`src/rtl/wb_arb_pkg.sv`:
```
// Shared constants and helpers for the writeback port arbiter.
// SRC_A..SRC_E are also the select encoding of the 5x1 writeback mux.
package wb_arb_pkg;

   localparam int N_SRC = 5;

   localparam logic [2:0] SRC_A = 3'd0;  // ALU
   localparam logic [2:0] SRC_B = 3'd1;  // load
   localparam logic [2:0] SRC_C = 3'd2;  // PC+4
   localparam logic [2:0] SRC_D = 3'd3;  // imm / LUI
   localparam logic [2:0] SRC_E = 3'd4;  // CSR

   // Round-robin pointer after granting g: wraps 4 -> 0, never reaches 5..7.
   function automatic logic [2:0] next_ptr(input logic [2:0] g);
      return (g == SRC_E) ? SRC_A : g + 3'd1;
   endfunction

   // (base + k) mod 5 for base, k in 0..4.
   function automatic logic [2:0] rr_index(input logic [2:0] base, input logic [2:0] k);
      logic [3:0] s;
      s = {1'b0, base} + {1'b0, k};
      return (s >= 4'd5) ? 3'(s - 4'd5) : s[2:0];
   endfunction

endpackage

```
`src/rtl/wb_age_counter.sv`:
```
// Per-source wait counter. Counts cycles a source has been valid without a
// grant, saturating at MAX_WAIT; starve is the registered "cnt == MAX_WAIT".
module wb_age_counter #(
   parameter int CNT_W    = 3,
   parameter int MAX_WAIT = 7
) (
   input  logic             clk,
   input  logic             rst_n,
   input  logic             valid,
   input  logic             granted,
   output logic [CNT_W-1:0] cnt,
   output logic             starve
);

   localparam logic [CNT_W-1:0] MAX_C = CNT_W'(MAX_WAIT);

   logic [CNT_W-1:0] cnt_next;

   // Clear on idle or grant, otherwise count up and hold at the ceiling.
   always_comb begin
      cnt_next = cnt;
      if (!valid || granted) begin
         cnt_next = '0;
      end else if (cnt != MAX_C) begin
         cnt_next = cnt + CNT_W'(1);
      end
   end

   // Counter and starvation flag registers; flag mirrors the next count.
   always_ff @(posedge clk or negedge rst_n) begin
      if (!rst_n) begin
         cnt    <= '0;
         starve <= 1'b0;
      end else begin
         cnt    <= cnt_next;
         starve <= (cnt_next == MAX_C);
      end
   end

endmodule

```
`src/rtl/wb_port_arbiter.sv`:
```
// Arbitrates the single register-file write port among five writeback
// sources and drives the writeback mux select, rd and write enable.
//
// Handshake: source i presents req_valid[i] with a stable req_rd slice; it
// retires in the cycle where req_valid[i] & req_ready[i] is seen at posedge
// clk. req_ready is combinational and at most one-hot; a source may drop
// valid before ready, which abandons the request and clears its wait count.
module wb_port_arbiter
   import wb_arb_pkg::*;
#(
   parameter int RD_W     = 5,
   parameter int MAX_WAIT = 7,
   parameter int CNT_W    = 3,
   parameter int RR_EN    = 1
) (
   input  logic                  clk,
   input  logic                  rst_n,
   input  logic [N_SRC-1:0]      req_valid,
   input  logic [N_SRC*RD_W-1:0] req_rd,
   input  logic                  wb_hold,
   output logic [N_SRC-1:0]      req_ready,
   output logic [2:0]            wb_sel,
   output logic [RD_W-1:0]       wb_rd,
   output logic                  wb_we,
   output logic [N_SRC-1:0]      starve_flag
);

   localparam logic [CNT_W-1:0] MAX_C = CNT_W'(MAX_WAIT);

   logic [2:0]       ptr;
   logic [CNT_W-1:0] wait_cnt [N_SRC];

   logic       grant_any;
   logic [2:0] grant_idx;
   logic       starve_hit;
   logic [2:0] starve_idx;
   logic       rr_hit;
   logic [2:0] rr_idx;
   logic       fp_hit;
   logic [2:0] fp_idx;
   logic [2:0] cand;

   // One aging counter per source; a source counts as granted when ready.
   for (genvar gi = 0; gi < N_SRC; gi++) begin : g_age
      wb_age_counter #(
         .CNT_W    (CNT_W),
         .MAX_WAIT (MAX_WAIT)
      ) u_age (
         .clk     (clk),
         .rst_n   (rst_n),
         .valid   (req_valid[gi]),
         .granted (req_ready[gi]),
         .cnt     (wait_cnt[gi]),
         .starve  (starve_flag[gi])
      );
   end

   // Candidate pick: starved sources first, then round-robin or fixed priority.
   always_comb begin
      starve_hit = 1'b0;
      starve_idx = SRC_A;
      rr_hit     = 1'b0;
      rr_idx     = SRC_A;
      fp_hit     = 1'b0;
      fp_idx     = SRC_A;
      cand       = SRC_A;

      for (int i = 0; i < N_SRC; i++) begin
         if (!starve_hit && req_valid[i] && (wait_cnt[i] == MAX_C)) begin
            starve_hit = 1'b1;
            starve_idx = 3'(i);
         end
      end

      for (int k = 0; k < N_SRC; k++) begin
         if (!rr_hit && req_valid[rr_index(ptr, 3'(k))]) begin
            rr_hit = 1'b1;
            rr_idx = rr_index(ptr, 3'(k));
         end
      end

      for (int i = 0; i < N_SRC; i++) begin
         if (!fp_hit && req_valid[i]) begin
            fp_hit = 1'b1;
            fp_idx = 3'(i);
         end
      end

      if (starve_hit) begin
         cand = starve_idx;
      end else if (RR_EN != 0) begin
         cand = rr_idx;
      end else begin
         cand = fp_idx;
      end
   end

   // A grant needs the port free, someone asking, and reset released.
   assign grant_any = rst_n && !wb_hold && (req_valid != '0);
   assign grant_idx = cand;

   // Output muxing; everything stays silent without a grant.
   always_comb begin
      req_ready = '0;
      wb_sel    = SRC_A;
      wb_rd     = '0;
      wb_we     = 1'b0;
      if (grant_any) begin
         req_ready = N_SRC'(1) << grant_idx;
         wb_sel    = grant_idx;
         wb_rd     = req_rd[RD_W*grant_idx +: RD_W];
         wb_we     = (req_rd[RD_W*grant_idx +: RD_W] != '0);
      end
   end

   // Round-robin pointer moves past whoever was granted, starved or not.
   always_ff @(posedge clk or negedge rst_n) begin
      if (!rst_n) begin
         ptr <= SRC_A;
      end else if ((RR_EN != 0) && grant_any) begin
         ptr <= next_ptr(grant_idx);
      end
   end

endmodule

```
`config.mk`:
```
export PLATFORM = sky130hd
export DESIGN_NAME = wb_port_arbiter
export DESIGN_NICKNAME = d
export VERILOG_FILES = /design/src/rtl/wb_arb_pkg.sv /design/src/rtl/wb_age_counter.sv /design/src/rtl/wb_port_arbiter.sv
export SDC_FILE = /design/constraint.sdc
export NUM_CORES = 1
export LEC_CHECK = 0
export CAP_MARGIN = 5
export CORE_MARGIN = 2
export CORE_UTILIZATION = 45
export CTS_BUF_LIST = sky130_fd_sc_hd__clkbuf_16
export CTS_CLUSTER_DIAMETER = 60
export DETAILED_ROUTE_END_ITERATION = 7
export GPL_TIMING_DRIVEN = 0
export PLACE_DENSITY = 0.74
export SLEW_MARGIN = 15
export SYNTH_ARGS = -nofsm -noshare
export SYNTH_HDL_FRONTEND = slang
export SYNTH_SLANG_ARGS = --single-unit
```
`constraint.sdc`:
```
create_clock -name clk -period 5.77 [get_ports clk]
set_input_delay 0.8655 -clock clk [delete_from_list [all_inputs] [get_ports clk]]
set_output_delay 0.8655 -clock clk [all_outputs]
set_load 0.03 [all_outputs]
```
==> qor.csv, run 1 <==
metric;value;unit
synth_edf_count;0;
top_layer;met4;
ys_types;71;
wire_per_inst;14.81;um
dieArea;0.006925;mm^2
ant_nets;0;
slew_violations;0;
layout-drive-gt1-share;0.1268;
wl_met1;3157;um
max-slew-margin-rel;0.6172;
status;complete, no violations;
fillers;560;
drt_iter0_drc;222;
cts_buffers;3;
crit_arrival;4.66;ns
rows;28;
syn_inst;353;
gp_congestion;0.9040;
die_y;83.22;um
wl_met2;3367;um
skew;0.002311;ns
core-area;0.005991;mm^2
clock_latency;0.25;ns
cp_max_fo;11;
drv_cap;0;
grt_max_degree;25;
synth_seq_cells;23;
yosysSeqAreaShare;0.2038;
cts_root_buf;clkbuf_16;
finalCritPeriodShare;0.9571;
finalSetupViolCount;0;
syn_area;0.002824;mm^2
cts_tree;done;
worst_r2r_startpoint;ptr[0];
hold_viol;0;
drt-total-wl;7184;um
crit_start;ptr[0];
multi_input_area;0.002043;mm^2
hp-start;g_age[4].u_age.cnt[1];
nets;463;
rsz0062_at_grt;no;
antenna_cells;0;
grt_pass1_vias;2593;
grt.total_usage;0.2066;
holdCritPathClass;register to register;
first_pass_iters;8;
mappedNetlistNets;405;
fmax;181.1;MHz
fin_crit;5.522;ns
avgSynthCellArea;8.000;um^2
path_class;register to primary output;
post-dp-hpwl;5441;um
grt_remaining_overflow;0;
num_io_pins;52;
cp-start-kind;register;
end_kind;primary output;
seqCellArea;578.1;um^2
drcViolationCount;0;
syn_to_final_growth;24.32;%
async_flop_share;1.000;
holdBufCountCts;0;
antenna_found_initial;0;
tns;0;ns
clkTransAtPathRegs;0.06;ns
chipWidth;83.22;um
synthFlopType;dfrtp_1;
met3_wirelength;539;um
via_per_inst;5.951;
timing.critical_path.required;4.90;ns
cts.sinks;23;
cts_max_path_buffers;2;
vias;2886;
start_util;0.4714;
htreeDepth;1;
port_buffers;51;
grt_pass1_wl;12170;um
yosysWarnings;0;
worstMarginPinSlew;0.5597;ns
## repair_timing
| item | in CTS | in global routing |
|---|---|---|
| resized for setup | 14 | 15 |
| pin swaps | 1 | 1 |
| setup endpoints to repair | 14 | 13 |
| buffers inserted | 1 | 1 |
## state kept, by name, indices dropped and copies added, names as in the netlist
name / cells
g_age.u_age.starve: 5
ptr: 3
g_age.u_age.cnt: 15
## critical path, cell delays in order, from the launching register on
cell and delay, ns:
dfrtp_2 0.45, buf_4 0.18, inv_1 0.11, buf_4 0.20
ha_1 0.22, ha_1 0.26, buf_2 0.20, o211ai_1 0.11
a21oi_1 0.09, o211ai_1 0.22, or4b_1 0.53, a211o_1 0.25
a21o_1 0.21, a31oi_4 0.22, buf_4 0.20, mux2i_1 0.19
mux2i_1 0.09, mux2i_1 0.22, nor2_1 0.06, dlygate4sd2_1 0.37
## worst paths after layout
path,endpoint,slack [ns],depth (start not counted)
worst max-delay path,wb_rd[2],0.25,19
worst min-delay path,g_age[4].u_age.cnt[1],0.58,2
worst max register to register,g_age[4].u_age.cnt[2],1.28,18
worst min register to register,g_age[4].u_age.cnt[1],0.58,2
max in group asynchronous,ptr[1],4.80,1
min in group asynchronous,g_age[1].u_age.cnt[0],0.59,1
## metrics by stage
stage	instance area, um^2	hold slack, ns	utilization	worst slack, ns	cells
2_1_floorplan	2824	0.5371	-	0.8213	353
6_report	3511	0.5796	0.5860	0.2476	485
3_3_place_gp	3428	0.5627	0.5723	-0.3763	479
5_1_grt	3511	0.6042	0.5860	0.04851	485
4_1_cts	3507	0.5810	0.5854	0.03793	484
3_5_place_dp	3428	0.5660	0.5723	-0.3507	479
## area by class of cell
class / count / area share
sequential: 23 / 0.1646
clock inverter: 1 / 0.001069
clock buffer: 3 / 0.02138
timing repair buffer: 53 / 0.1401
buffer: 30 / 0.05239
multi-input combinational: 289 / 0.5820
tap: 75 / 0.02673
inverter: 11 / 0.01176
## cells by family (layout without fill, tap and decap cells)
| family | after synthesis | after routing | share of synthesized area |
|---|---|---|---|
| xor gates and xnor gates | 10 | 10 | 0.03101 |
| buffers and inverters | 41 | 98 | 0.07709 |
| AOI/OAI and AO/OA | 88 | 88 | 0.2260 |
| muxes | 24 | 24 | 0.09969 |
| and+or+nand+nor | 148 | 148 | 0.2756 |
| DFF | 23 | 23 | 0.2038 |
| adders and majority gates | 19 | 19 | 0.08684 |
## cells in the mapped netlist (2+ instances only)
cell type	instances	area, um^2
o21bai_1	2	15.01
buf_6	2	22.52
or2_1	2	12.51
a21o_1	3	22.52
xnor2_1	6	52.55
o31a_1	2	17.52
a32oi_1	2	17.52
a31oi_1	4	25.02
mux2_2	3	33.78
nor3b_1	4	30.03
inv_1	8	30.03
dfrtp_1	23	575.6
nand3_1	18	90.09
a21boi_0	2	15.01
o21a_1	2	15.01
mux2i_1	18	180.2
o31ai_1	3	22.52
buf_4	11	82.58
nand4_1	2	12.51
nor2b_1	6	37.54
xor2_1	4	35.03
nand2_1	35	131.4
nand2b_1	13	81.33
mux4_2	3	67.56
a211oi_1	4	30.03
o211ai_1	3	22.52
o21ai_1	3	15.01
and3_1	6	37.54
a21oi_1	19	95.09
o211a_1	2	20.02
nor2_1	36	135.1
nor3_1	6	30.03
a2111oi_0	2	17.52
inv_2	2	7.510
o21ai_0	16	80.08
and2_1	6	37.54
clkbuf_1	11	41.29
nand3b_1	2	15.01
o221ai_1	2	17.52
nor4_1	2	12.51
ha_1	18	225.2
buf_2	6	30.03
## layer usage
metal / track usage / vias to the layer above
met3: 0.03082 / 14
met2: 0.3460 / 138
li1: - / 1395
met4: 0.02981 / 0
met5: 0 / -
met1: 0.2873 / 1339
## cell usage in the layout (no fill, tap or decap), types with 4 or more instances in the layout
master,count
a211oi_1,4
a21oi_1,19
a31oi_1,4
and2_1,6
and3_1,6
buf_2,6
buf_4,15
clkbuf_1,9
clkbuf_2,5
clkdlybuf4s50_1,39
dfrtp_1,21
dlygate4sd2_1,7
ha_1,18
inv_1,9
mux2i_1,18
nand2_1,35
nand2b_1,13
nand3_1,18
nor2_1,36
nor2b_1,6
nor3_1,6
nor3b_1,4
o21ai_0,16
xnor2_1,6
xor2_1,4
Power of run 1 is not shown: default switching activity piles up to over one toggle a cycle in this logic, so the estimate is an artifact.
==> run 2: changes to the inputs <==
CTS_CLUSTER_SIZE = 8   (was default)
GPL_ROUTABILITY_DRIVEN = 0   (was default)
==> run 2 against run 1 <==
Clock-buffer cell count stayed put. Worst hold slack worse by 0.0027 ns. Non-clock buffer count is 2 higher. Wire length is 4.9% higher. Core utilization is 0.27 points higher. Via count is 1.7% higher. Global-route usage is 0.18 points higher. Critical path depth is 1 higher. Setup slack worse by 0.0020 ns. Critical endpoint is now wb_we.
==> qor.csv, run 2 (synthesis results as in run 1) <==
metric;value;unit
largest_reg_flops;15;
drcViolationCount;0;
vias;2935;
seqCellArea;578.1;um^2
layout_commonest_cell;clkdlybuf4s50_1;
grt_pass1_vias;2733;
crit_start;ptr[0];
top_register;g_age.u_age.cnt;
cp_max_fo;11;
reg.largest.list;g_age.u_age.cnt (15), g_age.u_age.starve (5), ptr (3);
status;complete, no violations;
layout-drive-gt1-share;0.1335;
cts_root_buf;clkbuf_16;
finalSetupViolCount;0;
grt.total_usage;0.2084;
core-area;0.005991;mm^2
regToRegSetupSlack;1.20;ns
dpl_worst_slack;-0.3657;ns
place_area;0.003428;mm^2
holdBufCountCts;0;
cts_tree;done;
grt_max_degree;25;
via_per_inst;6.027;
rsz0062_at_grt;no;
holdCritPathClass;input pin to async pin;
grt_pass1_wl;12330;um
syn_to_final_growth;24.90;%
wire_per_inst;15.48;um
fillers;545;
max-slew-margin-rel;0.6253;
multi_input_area;0.002043;mm^2
timing.critical_path.required;4.90;ns
busiest_layer;met2;
antenna_found_initial;0;
clock_latency;0.26;ns
num_io_pins;52;
worst_r2r_startpoint;ptr[0];
hold_viol;0;
fmax;181.0;MHz
chipWidth;83.22;um
worstMarginPinSlew;0.5621;ns
layout_common_cells;clkdlybuf4s50_1 (39), nor2_1 (36), nand2_1 (35), dfrtp_1 (21), a21oi_1 (19);
cp-start-kind;register;
clkTransAtPathRegs;0.06;ns
rows;28;
ant_nets;0;
grt_remaining_overflow;0;
use_met2;0.3563;
grtUsageMet3;0.01889;
cp-endpoint;wb_we;
nets;465;
slew_violations;0;
finalCritPeriodShare;0.9574;
cts_buffers;3;
port_buffers;51;
reg2reg_to;g_age[3].u_age.starve;
reg2reg_depth;19;
end_kind;primary output;
cts_max_path_buffers;2;
final_area;0.003527;mm^2
htreeDepth;1;
use_met1;0.2805;
dieArea;0.006925;mm^2
die_y;83.22;um
drt-total-wl;7538;um
post-dp-hpwl;5663;um
antenna_cells;0;
skew;0.004613;ns
drv_cap;0;
start_util;0.4714;
first_pass_iters;5;
finalWorstSetupSlack;0.2456;ns
drt_iter0_drc;228;
path_class;register to primary output;
crit_arrival;4.66;ns
fin_crit;5.524;ns
cts.sinks;23;
[run 2: cell types whose count changed in the layout (fill, tap and decap cells not counted), sizes merged]
cell	before	now
buf	23	24
clkbuf	17	18
clkinv	1	2
inv	11	10
[run 2: what timing repair did]
action                                 4_1_cts  5_1_grt
pin swaps                                    1        1
endpoints found under the hold margin        0        0
resized for setup                           15       12
setup buffers                                1        3
setup endpoints to repair                   14       13
[run 2: final cells by class]
| cell class | count | share of cell area |
|---|---|---|
| Clock inverter | 1 | 0.001419 |
| Sequential cell | 23 | 0.1639 |
| Tap cell | 75 | 0.02661 |
| Multi-Input combinational cell | 289 | 0.5793 |
| Timing Repair Buffer | 55 | 0.1437 |
| Inverter | 11 | 0.01171 |
| Buffer | 30 | 0.05215 |
| Clock buffer | 3 | 0.02128 |
[run 2: stage by stage]
stage	std cells	setup TNS (ns)	hold WS (ns)	utilization
after floorplan	353	0	0.5371	-
after global placement	479	-2.524	0.5625	0.5723
after detailed placement	479	-2.552	0.5706	0.5723
after CTS	484	-0.02301	0.5861	0.5858
after global routing	487	0	0.6169	0.5888
final	487	0	0.5769	0.5888
[run 2: worst max-delay path, stage by stage (launching register included)]
cell and delay, ns:
dfrtp_2 0.45, buf_4 0.18, inv_1 0.11, buf_4 0.21, ha_1 0.23, ha_1 0.27
buf_2 0.20, nor2b_1 0.16, o21ai_1 0.14, a21oi_1 0.08, or4b_1 0.57, a211o_1 0.25
a21o_1 0.21, a31oi_4 0.22, buf_4 0.20, mux2i_1 0.19, mux2i_1 0.08, mux2i_1 0.18
buf_4 0.14, a41oi_2 0.10, clkbuf_2 0.21
[run 2: how the worst min path moves through the flow]
stage | to
finish | g_age[1].u_age.starve
global route | g_age[1].u_age.starve
CTS | g_age[2].u_age.cnt[1]
detailed placement | g_age[3].u_age.cnt[2]
global placement | g_age[3].u_age.cnt[2]
floorplan | g_age[3].u_age.cnt[2]
[run 2: layer usage]
layer  up-vias  share of wire
met3        13          0.059
met1      1407           0.45
met4         0          0.012
met5         -              0
li1       1385              -
met2       130           0.48
Power of run 2 is left out for the same reason.
==> run 3: changes to the inputs <==
ABC_AREA = 1   (was default)
CORE_ASPECT_RATIO = 1.1   (was default)
PLACE_DENSITY = 0.75   (was 0.74)
REMOVE_ABC_BUFFERS = 1   (was default)
==> run 3 against run 2 <==
Via count shrank 8.3%. Core utilization shrank 2.1 points. Setup slack gained 0.22 ns. Non-clock buffer count shrank 34. Critical path depth grew 1. Largest cell class unchanged.
==> qor.csv, run 3 <==
metric;value;unit
synth_edf_count;0;
holdCritPathClass;register to register;
reg2reg_depth;23;
top_register;g_age.u_age.cnt;
timing.critical_path.required;4.90;ns
holdPathEnd;g_age[0].u_age.cnt[2];
port_buffers;51;
final_cells;512;
regToRegSetupSlack;1.63;ns
yosysTopAreaCell;dfrtp_1;
syn_to_final_growth;20.85;%
largest_reg_flops;15;
drcViolationCount;0;
syn_area;0.002743;mm^2
tns;0;ns
cts_tree;done;
reg2reg_to;g_age[3].u_age.starve;
max-slew-margin-rel;0.6582;
async_flop_share;1.000;
avgSynthCellArea;6.943;um^2
cp_max_fo;15;
via_per_inst;5.254;
drt_iter0_drc;71;
finalSetupViolCount;0;
cts_max_path_buffers;2;
rows;29;
htreeDepth;1;
grt_pass1_wl;11600;um
cts_root_buf;clkbuf_16;
post-dp-hpwl;5382;um
crit_arrival;4.44;ns
clkTransAtPathRegs;0.06;ns
worst_r2r_startpoint;ptr[0];
fillers;550;
cts_buffers;3;
dp_cells;508;
nets;488;
first_pass_iters;4;
finalCritPeriodShare;0.9186;
antenna_found_initial;0;
syn_inst;395;
skew;0.001772;ns
synthMostInstantiatedCell;nand2_1;
core-area;0.005842;mm^2
drt-total-wl;6654;um
grt_max_degree;25;
dieArea;0.006736;mm^2
final_util;0.5674;
drv_cap;0;
vias;2690;
worstMarginPinSlew;0.5127;ns
grt_remaining_overflow;0;
fin_crit;5.301;ns
grt.total_usage;0.2095;
slew_violations;0;
hold_viol;0;
start_util;0.4695;
yosys-top-cells-count;nand2_1 (88), nand3_1 (55), inv_1 (36);
hold_depth;2;
num_io_pins;52;
die_y;85.88;um
hp-start;g_age[0].u_age.cnt[2];
yosysWarnings;0;
layout_common_cells;nand2_1 (88), nand3_1 (55), clkdlybuf4s50_1 (50), inv_1 (36), nor2_1 (35);
status;complete, no violations;
synthFlopType;dfrtp_1;
reg.largest.list;g_age.u_age.cnt (15), g_age.u_age.starve (5), ptr (3);
antenna_cells;0;
end_kind;primary output;
cts.sinks;23;
rsz0062_at_grt;no;
layout-drive-gt1-share;0.1632;
synth_area_leaders;dfrtp_1 (21%), nand2_1 (12%), nand3_1 (10%), ha_1 (8.2%), inv_1 (4.9%);
ys_types;43;
synth_seq_cells;23;
post_cts_buffers;0;
clock_latency;0.25;ns
yosysSeqAreaShare;0.2099;
path_class;register to primary output;
synth_top_cell_area_share;0.2099;
cp-start-kind;register;
ant_nets;0;
wire_per_inst;13.00;um
grt_pass1_vias;2708;
layout_commonest_cell;nand2_1;
chipWidth;78.44;um
fmax;188.7;MHz
run 3: changes by cell type in the layout (fill, tap and decap cells not counted), sizes merged, moves of 7 or more:
cell | previous run | this run
clkdlybuf4s50 | 39 | 50
nand2 | 35 | 111
inv | 10 | 47
nand4 | 2 | 9
mux2i | 18 | 4
dlygate4sd2 | 7 | 0
buf | 24 | 1
nand3 | 18 | 68
nand2b | 13 | 0
clkbuf | 18 | 3
run 3: routing by layer:
layer	routed length (um)	track usage	vias to the layer above
met2	3433	0.3879	66
met5	0	0	-
li1	-	-	1371
met4	109	0.06858	0
met1	2851	0.2587	1243
met3	259	0.01263	10
run 3: cells by family after synthesis:
family / count (synthesis) / synth area share
adders and majority gates: 19 / 0.08942
buffers and inverters: 63 / 0.1090
AOI/OAI and AO/OA: 40 / 0.09535
and+or+nand+nor: 238 / 0.4553
DFF: 23 / 0.2099
xor gates and xnor gates: 7 / 0.02235
muxes: 5 / 0.01870
run 3: layout make-up:
class,count,area (um^2),area share
tap,77,96.34,0.02907
timing repair buffer,51,505.5,0.1525
multi-input combinational,309,1868,0.5636
sequential,23,576.8,0.1740
inverter,48,185.2,0.05587
clock buffer,3,75.07,0.02265
clock inverter,1,7.507,0.002265
run 3: metrics by stage:
| stage | instance area [um^2] | worst slack, ns | hold slack (ns) |
|---|---|---|---|
| 2_1_floorplan | 2629 | 1.562 | 0.4871 |
| 3_3_place_gp | 3236 | 0.7209 | 0.5035 |
| 3_5_place_dp | 3236 | 0.6760 | 0.5179 |
| 4_1_cts | 3318 | 0.3778 | 0.5316 |
| 5_1_grt | 3314 | 0.09846 | 0.5561 |
| 6_report | 3314 | 0.4695 | 0.5253 |
run 3: worst max path at each step:
stage	endpoint	startpoint	cells after the start
floorplan	req_ready[3]	ptr[0]	21
global placement	wb_we	ptr[0]	24
detailed placement	wb_we	ptr[0]	24
CTS	req_ready[3]	ptr[0]	22
global route	wb_we	ptr[1]	26
finish	req_ready[3]	ptr[0]	21
run 3: timing repair:
| action | 4_1_cts | 5_1_grt |
|---|---|---|
| endpoints found under the setup margin | 0 | 1 |
| hold buffers | 0 | 0 |
| resized for setup | 0 | 1 |
| hold endpoints to repair | 0 | 0 |
run 3: worst max-delay path: stages, from the launching register on:
cell and delay [ns]:
dfrtp_2 0.55, inv_6 0.17, ha_1 0.16, inv_1 0.06, fa_1 0.38, inv_2 0.10
nand2_2 0.09, o21ai_0 0.29, nand3_1 0.12, nand2_1 0.12, nand2_1 0.06, o21ai_1 0.16
nand4_1 0.14, nand2_1 0.11, nand2_2 0.06, o21bai_4 0.36, inv_2 0.11, ha_1 0.23
ha_1 0.18, inv_1 0.05, nor2_1 0.04, clkdlybuf4s50_1 0.63
Power of run 3 is left out for the same reason.
